==> config.mk <==
export PLATFORM = sky130hd
export DESIGN_NAME = mac_operand_streamer
export DESIGN_NICKNAME = d
export VERILOG_FILES = /design/src/rtl/mac_operand_streamer.sv
export SDC_FILE = /design/constraint.sdc
export NUM_CORES = 1
export LEC_CHECK = 0
export ABC_AREA = 1
export CORE_MARGIN = 2
export CORE_UTILIZATION = 29
export CTS_CLUSTER_SIZE = 12
export DETAILED_ROUTE_END_ITERATION = 10
export MAX_ROUTING_LAYER = met4
export PLACE_DENSITY = 0.56
export SLEW_MARGIN = 20
export SYNTH_ARGS = -nofsm -noshare
export SYNTH_HDL_FRONTEND = slang
export SYNTH_SLANG_ARGS = --single-unit
export TNS_END_PERCENT = 100
==> constraint.sdc <==
create_clock -name clk -period 2.25 [get_ports clk]
set_input_delay 0.3375 -clock clk [delete_from_list [all_inputs] [get_ports clk]]
set_output_delay 0.3375 -clock clk [all_outputs]
set_load 0.01 [all_outputs]
==> src/rtl/mac_operand_streamer.sv <==
// Operand burst source for the MAC control FSM: buffers host words, then presents
// mode, a valid-qualified stream with a last marker, and waits for done or times out.
module mac_operand_streamer #(
    parameter int DATA_W       = 8,
    parameter int DEPTH        = 8,
    parameter int DONE_TIMEOUT = 16
) (
    input  logic                   clk,
    input  logic                   reset,
    input  logic                   load_en,
    input  logic [DATA_W-1:0]      load_data,
    input  logic                   start,
    input  logic                   start_mode,
    input  logic                   mac_done,
    output logic                   mac_mode,
    output logic                   mac_valid,
    output logic                   mac_last,
    output logic [DATA_W-1:0]      mac_data,
    output logic [$clog2(DEPTH):0] count,
    output logic                   full,
    output logic                   busy,
    output logic                   burst_done,
    output logic                   timeout_err
);
    localparam int AW = $clog2(DEPTH);
    localparam int CW = AW + 1;
    localparam int TW = $clog2(DONE_TIMEOUT + 1);

    typedef enum logic [1:0] {IDLE, ARM, STREAM, WAIT_DONE} state_t;

    state_t            state, state_n;
    logic [DATA_W-1:0] mem [DEPTH];
    logic [AW-1:0]     rd_ptr, wr_ptr, rd_ptr_inc;
    logic [TW-1:0]     timer, timer_n;
    logic [CW-1:0]     count_n;
    logic              wr_ok, start_ok, pop;
    logic              mode_n, valid_n, last_n, done_n, terr_n;
    logic [DATA_W-1:0] data_n;

    assign rd_ptr_inc = rd_ptr + 1'b1;
    assign wr_ok      = (state == IDLE) && load_en && !full;
    assign start_ok   = (state == IDLE) && start && ((count != '0) || wr_ok);

    // Output registers are loaded one cycle ahead: the word shown during a STREAM
    // cycle is the head of the buffer, and it is popped at the end of that cycle.
    always_comb begin
        state_n = state;
        pop     = 1'b0;
        mode_n  = mac_mode;
        valid_n = 1'b0;
        last_n  = 1'b0;
        data_n  = '0;
        done_n  = 1'b0;
        terr_n  = timeout_err;
        timer_n = timer;
        case (state)
            IDLE: begin
                if (start_ok) begin
                    state_n = ARM;
                    mode_n  = start_mode;
                    terr_n  = 1'b0;
                end
            end
            ARM: begin
                state_n = STREAM;
                valid_n = 1'b1;
                data_n  = mem[rd_ptr];
                last_n  = (count == CW'(1));
            end
            STREAM: begin
                pop = 1'b1;
                if (count <= CW'(1)) begin
                    state_n = WAIT_DONE;
                    timer_n = '0;
                end else begin
                    valid_n = 1'b1;
                    data_n  = mem[rd_ptr_inc];
                    last_n  = (count == CW'(2));
                end
            end
            WAIT_DONE: begin
                if (mac_done) begin
                    state_n = IDLE;
                    done_n  = 1'b1;
                end else if (timer == TW'(DONE_TIMEOUT - 1)) begin
                    state_n = IDLE;
                    terr_n  = 1'b1;
                end else begin
                    timer_n = timer + TW'(1);
                end
            end
            default: state_n = IDLE;
        endcase

        count_n = count;
        if (wr_ok)
            count_n = count + CW'(1);
        else if (pop)
            count_n = count - CW'(1);
    end

    always_ff @(posedge clk or negedge reset) begin
        if (!reset) begin
            state       <= IDLE;
            rd_ptr      <= '0;
            wr_ptr      <= '0;
            count       <= '0;
            full        <= 1'b0;
            timer       <= '0;
            busy        <= 1'b0;
            mac_mode    <= 1'b0;
            mac_valid   <= 1'b0;
            mac_last    <= 1'b0;
            mac_data    <= '0;
            burst_done  <= 1'b0;
            timeout_err <= 1'b0;
            for (int i = 0; i < DEPTH; i++) mem[i] <= '0;
        end else begin
            state <= state_n;
            if (wr_ok) begin
                mem[wr_ptr] <= load_data;
                wr_ptr      <= wr_ptr + 1'b1;
            end
            if (pop) rd_ptr <= rd_ptr_inc;
            count       <= count_n;
            full        <= (count_n == CW'(DEPTH));
            timer       <= timer_n;
            busy        <= (state_n != IDLE);
            mac_mode    <= mode_n;
            mac_valid   <= valid_n;
            mac_last    <= last_n;
            mac_data    <= data_n;
            burst_done  <= done_n;
            timeout_err <= terr_n;
        end
    end
endmodule

=== Yosys cells after proc, flatten, opt, wreduce, memory -nomap -nowiden ===
Cells that the tools add are included.

* Add/subtract/negate cells: 5
* $mul: 0
* Div/mod/pow operators: 0
* Order comparisons: 5
* Equality and inequality tests: 12
* Shift operators: 0
* Mux-type cells: 33
* Bitwise gates (word level): 3
* Reductions and logical operators: 15

{| class="wikitable"
|+ Operators with widths
! kind !! number
|-
| 64-bit bitwise mux || 1
|-
| 8-bit binary-select mux with 3-bit select || 2
|-
| 8-bit two-way mux || 6
|-
| 8-bit demux with 3-bit select || 1
|-
| 8-bit one-hot mux with 2 select lines || 1
|-
| 5-bit two-way mux || 3
|-
| 4-bit >= comparator (second input constant) || 3
|-
| 3-bit NOT with 4-bit output || 3
|-
| 2-bit inequality test (second input constant) || 5
|-
| 5-bit one-hot mux with 2 select lines || 1
|-
| 1-bit two-way mux || 8
|-
| 2-bit two-way mux || 4
|-
| 4-bit two-way mux || 2
|-
| 2-bit one-hot mux with 4 select lines || 1
|-
| 4-bit AND reduction || 2
|-
| 3-bit by 1-bit adder with 3-bit output (second input constant) || 2
|-
| 1-bit one-hot mux with 2 select lines || 3
|-
| 2-bit nonzero test || 3
|-
| 5-bit by 1-bit adder with 5-bit output (second input constant) || 1
|-
| 5-bit by 4-bit equality test with 1-bit output (second input constant) || 1
|-
| 1-bit logical AND || 5
|-
| 4-bit by 1-bit adder with 4-bit output (second input constant) || 1
|-
| 2-bit equality test (second input constant) || 2
|-
| 4-bit by 1-bit equality test with 1-bit output (second input constant) || 1
|-
| other kinds (11) || 11
|}

* Register bits: 96
* Bits in latches: 0
* Memory bits (writable): 0
* ROM bits: 0
* Input port bits: 14
* Output and inout port bits: 19
* Word-level logic and storage cells: 94
* Memories kept: 0

=== Logic depth before layout (Yosys ltp) ===
* Depth after elaboration: 8
* Mapped depth: 10
* Gate-level depth less buffers: 9

=== Worst setup path before layout ===
OpenSTA, ideal clock, no wires.

* Path type: register -> register
* Start: register state[0]
* End: register mem[38] (netlist name)
* Library setup time: 0.124 ns
* Arrival: 1.556 ns
* Required time: 2.126 ns
* Slack: 0.570 ns
* Stages on the path, launching flop included: 10
* Path buffers: 2
* Clock period less this slack: 1.680 ns
* Cells stage by stage: dfrtp_1 > inv_1 > ha_1 > nand3_4 > clkinv_4 > buf_12 > nand4_4 > buf_6 > nand2_1 > o21ai_2

* Word-level cells in the longest chain between the ends: 3

{| class="wikitable"
|+ RTL lines
! element !! RTL line !! source
|-
| start, declared || 31 || <nowiki>state_t state, state_n;</nowiki>
|-
| start signal, assigned || 119 || <nowiki>state <= state_n;</nowiki>
|-
| 2-bit logical NOT || 41 || <nowiki>assign wr_ok = (state == IDLE) && load_en && !full;</nowiki>
|-
| 1-bit logical AND (2 in series) || 41 ||
|-
| end signal, assigned by index || 121 || <nowiki>mem[wr_ptr] <= load_data;</nowiki>
|-
| end, declared || 32 || <nowiki>logic [DATA_W-1:0] mem [DEPTH];</nowiki>
|}

Every way passes these cells.
A chain may end at the register's enable or synchronous reset.

=== Final worst setup path ===
* Start: register state[0]
* End: register mem[52] (netlist name)

The elaborated chain is that of the path after synthesis.

==> out/metrics.csv <==
metric;value;unit
Crit. End Element;flip-flop;
HP Class;reg -> reg;
Reg2Reg Setup Slack;0.36;ns
number of max-cap violations;0;
post-layout min period;1.89;ns
WHS Path Cells;2;
critical path fanouts, max;16;
Inserted Clock Buffers;9;
total inserted antenna cells;0;
commonest non-fill, non-tap cell in the layout;nand2_1;
post-synth net total;746;
Layout Nets;775;
CP Cell Sequence;inv_1, ha_1, nand3_4, clkinv_4, nand4_4, nand2_1, o21ai_1;
vias per cell;4.68;
FF+latch count, synth;96;
family with the most delay on the worst path;simple AND/OR/NAND/NOR gates;
Die H;142;um
Buffers on Ports;32;
maximum clock path buffer count;2;
Static Leak;3.09;nW
final WL;14000;um
vias in the first global route;4317;
leading post-synthesis cells by cell area;dfrtp_1 44%, nand2_1 18%, nand3_1 9.9%;
DIE AREA;0.0201;mm2
clk slew on worst S/H paths;0.07;ns
GP Congestion;0.850;
Pwr Density;1510;mW/mm2
Tcrit/Tclk final;84.1;%
Max H-tree Level;3;
post-synth cell types;33;
status;complete, no violations;
Detail Placement HPWL;9820;um
synth warn;0;
DR pass1 iterations;5;
Worst-Skew Late Latency;0.35;ns
1st-iter DRT viols;433;
Fmax;0.529;GHz
root buffer cell;clkbuf_16;
Syn-to-layout area delta;15.5;%
core area;0.0187;mm2
buffer count from post-CTS setup fixing;0;
share of layout cells above drive strength 1;9.18;%
Remaining DRCs;0;
Setup crit start kind;flip-flop;
post-CTS sizing;0;
vias;4617;
fillers;1931;
mapped cell area;0.00551;mm2
starting density of the core;29.5;%
WP buf/inv;2;
worst vdd ir;516;uV
first-pass GRT wire length;22900;um
Yosys top cell area share;43.6;%
worst r2r src;state[0];
syn avg cell area;7.68;um2
Worst Skew;0.00568;ns
Cell Count, Final, Fillers Out;986;
CP Data Arrival Time;2.11;ns
Worst Hold Launch;mem[31];
CTS tree;yes;
unrepaired setup endpoints after global routing;false;
CTS Sinks;96;
FF-to-FF End;mem[52];
CP max stage delay;0.40;ns
most frequent cells in the layout;262 x nand2_1, 109 x nand3_1, 95 x dfrtp_1, 75 x inv_1, 38 x o21ai_0;
Hold Buf Count CTS;1;
Rows;50;
minimum hold slack;0.481;ns
initial antenna violation count;0;
# IOs;33;
EDFF count, synth;0;
setup TNS;0;ns
GRT Total Usage;15.2;%
Final ANT Viol Nets;0;
wire per inst;14.2;um
final setup fails;0;
largest net degree at the start of global routing;65;
Die W;142;um
Worst-Margin Slew;0.575;ns
Main synth FF type;dfrtp_1;
max-slew violation count;0;
crit path kind;reg -> reg;
WP data required;2.47;ns
Fin. Hold Viols;0;
slew margin rel.;61.7;%
Worst Hold Path EP;mem[31];
FFs w/ async S/R, synth;100;%
post-synthesis sequential area ratio;43.6;%
Syn Inst Count;718;
Worst R2R Path Depth;7;
Critical-path top delay cell;dfrtp_1;
Inst Count DP;969;
GRT overflow;0;
Synth area leader;dfrtp_1;
flip-flops by register name, summed over array words and instances (netlist names), 2 cells and up:
signal    count
count         4
timer         5
mem          64
wr_ptr        3
mac_data      8
rd_ptr        3
state         2
power by group:
| part | switching (mW) | internal, mW |
|---|---|---|
| clock | 0.677 | 0.857 |
| sequential | 0.620 | 2.48 |
| combinational | 3.11 | 1.90 |
| total | 4.41 | 5.23 |
worst max path at each step:
| stage | to | cells after the start | slack (ns) | startpoint |
|---|---|---|---|---|
| floorplan | mem[38] | 9 | 0.57 | state[0] |
| global route | mem[12] | 6 | 0.17 | state[0] |
| global placement | mem[49] | 7 | 0.39 | state[0] |
| detailed placement | mem[13] | 7 | 0.36 | state[0] |
| finish | mem[52] | 7 | 0.36 | state[0] |
| CTS | mem[13] | 6 | 0.35 | state[0] |
metrics by stage:
| step | cell area, um2 | setup WS (ns) | util [%] | total power, mW |
|---|---|---|---|---|
| 2_1_floorplan | 5510 | 0.570 | - | 6.62 |
| 3_3_place_gp | 6070 | 0.386 | 32.4 | 8.06 |
| 3_5_place_dp | 6070 | 0.358 | 32.4 | 8.13 |
| 4_1_cts | 6370 | 0.345 | 34.0 | 9.70 |
| 5_1_grt | 6370 | 0.169 | 34.0 | 10.5 |
| 6_report | 6370 | 0.358 | 34.0 | 9.64 |
worst reg2reg max path: cells and delay by family (launching register included):
family | cells | cell delay [ns]
AO/OA/AOI/OAI | 1 | 0.07
buffers and inverters | 2 | 0.36
adder cells (fa/ha/maj) | 1 | 0.30
AND/OR/NAND/NOR | 3 | 0.64
flip-flops | 1 | 0.40
area by class of cell:
class / count / area (um2) / area share [%]
Clock buffer: 10 / 229 / 3.60
Tap cell: 234 / 293 / 4.60
Sequential cell: 96 / 2400 / 37.8
Timing Repair Buffer: 50 / 480 / 7.55
Inverter: 84 / 337 / 5.29
Clock inverter: 6 / 60.1 / 0.943
Multi-Input combinational cell: 506 / 2560 / 40.3
cells by family (layout without fill, tap and decap cells):
family	after synthesis	in the layout	synth area share, %
AND/OR/NAND/NOR	392	392	32.2
buffers and inverters	116	150	9.90
flip-flops	96	96	43.6
AO/OA/AOI/OAI	95	95	10.0
adder cells (fa/ha/maj)	14	14	3.18
XOR/XNOR	5	5	1.14
Yosys cell counts (8+ instances only):
cell,number
nand3_1,109
inv_1,75
a21oi_1,14
o21ai_1,21
dfrtp_1,96
nand4_4,8
o21ai_2,18
buf_2,13
nand2_1,262
ha_1,14
o21ai_0,38
clkbuf_1,8
routing by layer:
layer  routed length (um)  GRT usage (%)  vias to the layer above
met2                 6180           22.2                       86
met3                  434           1.72                       22
met5                    0              -                        -
li1                     -              -                     2362
met4                  369           6.53                        0
met1                 7030           21.5                     2147
No activity file was read; power rests on OpenSTA's default activity.
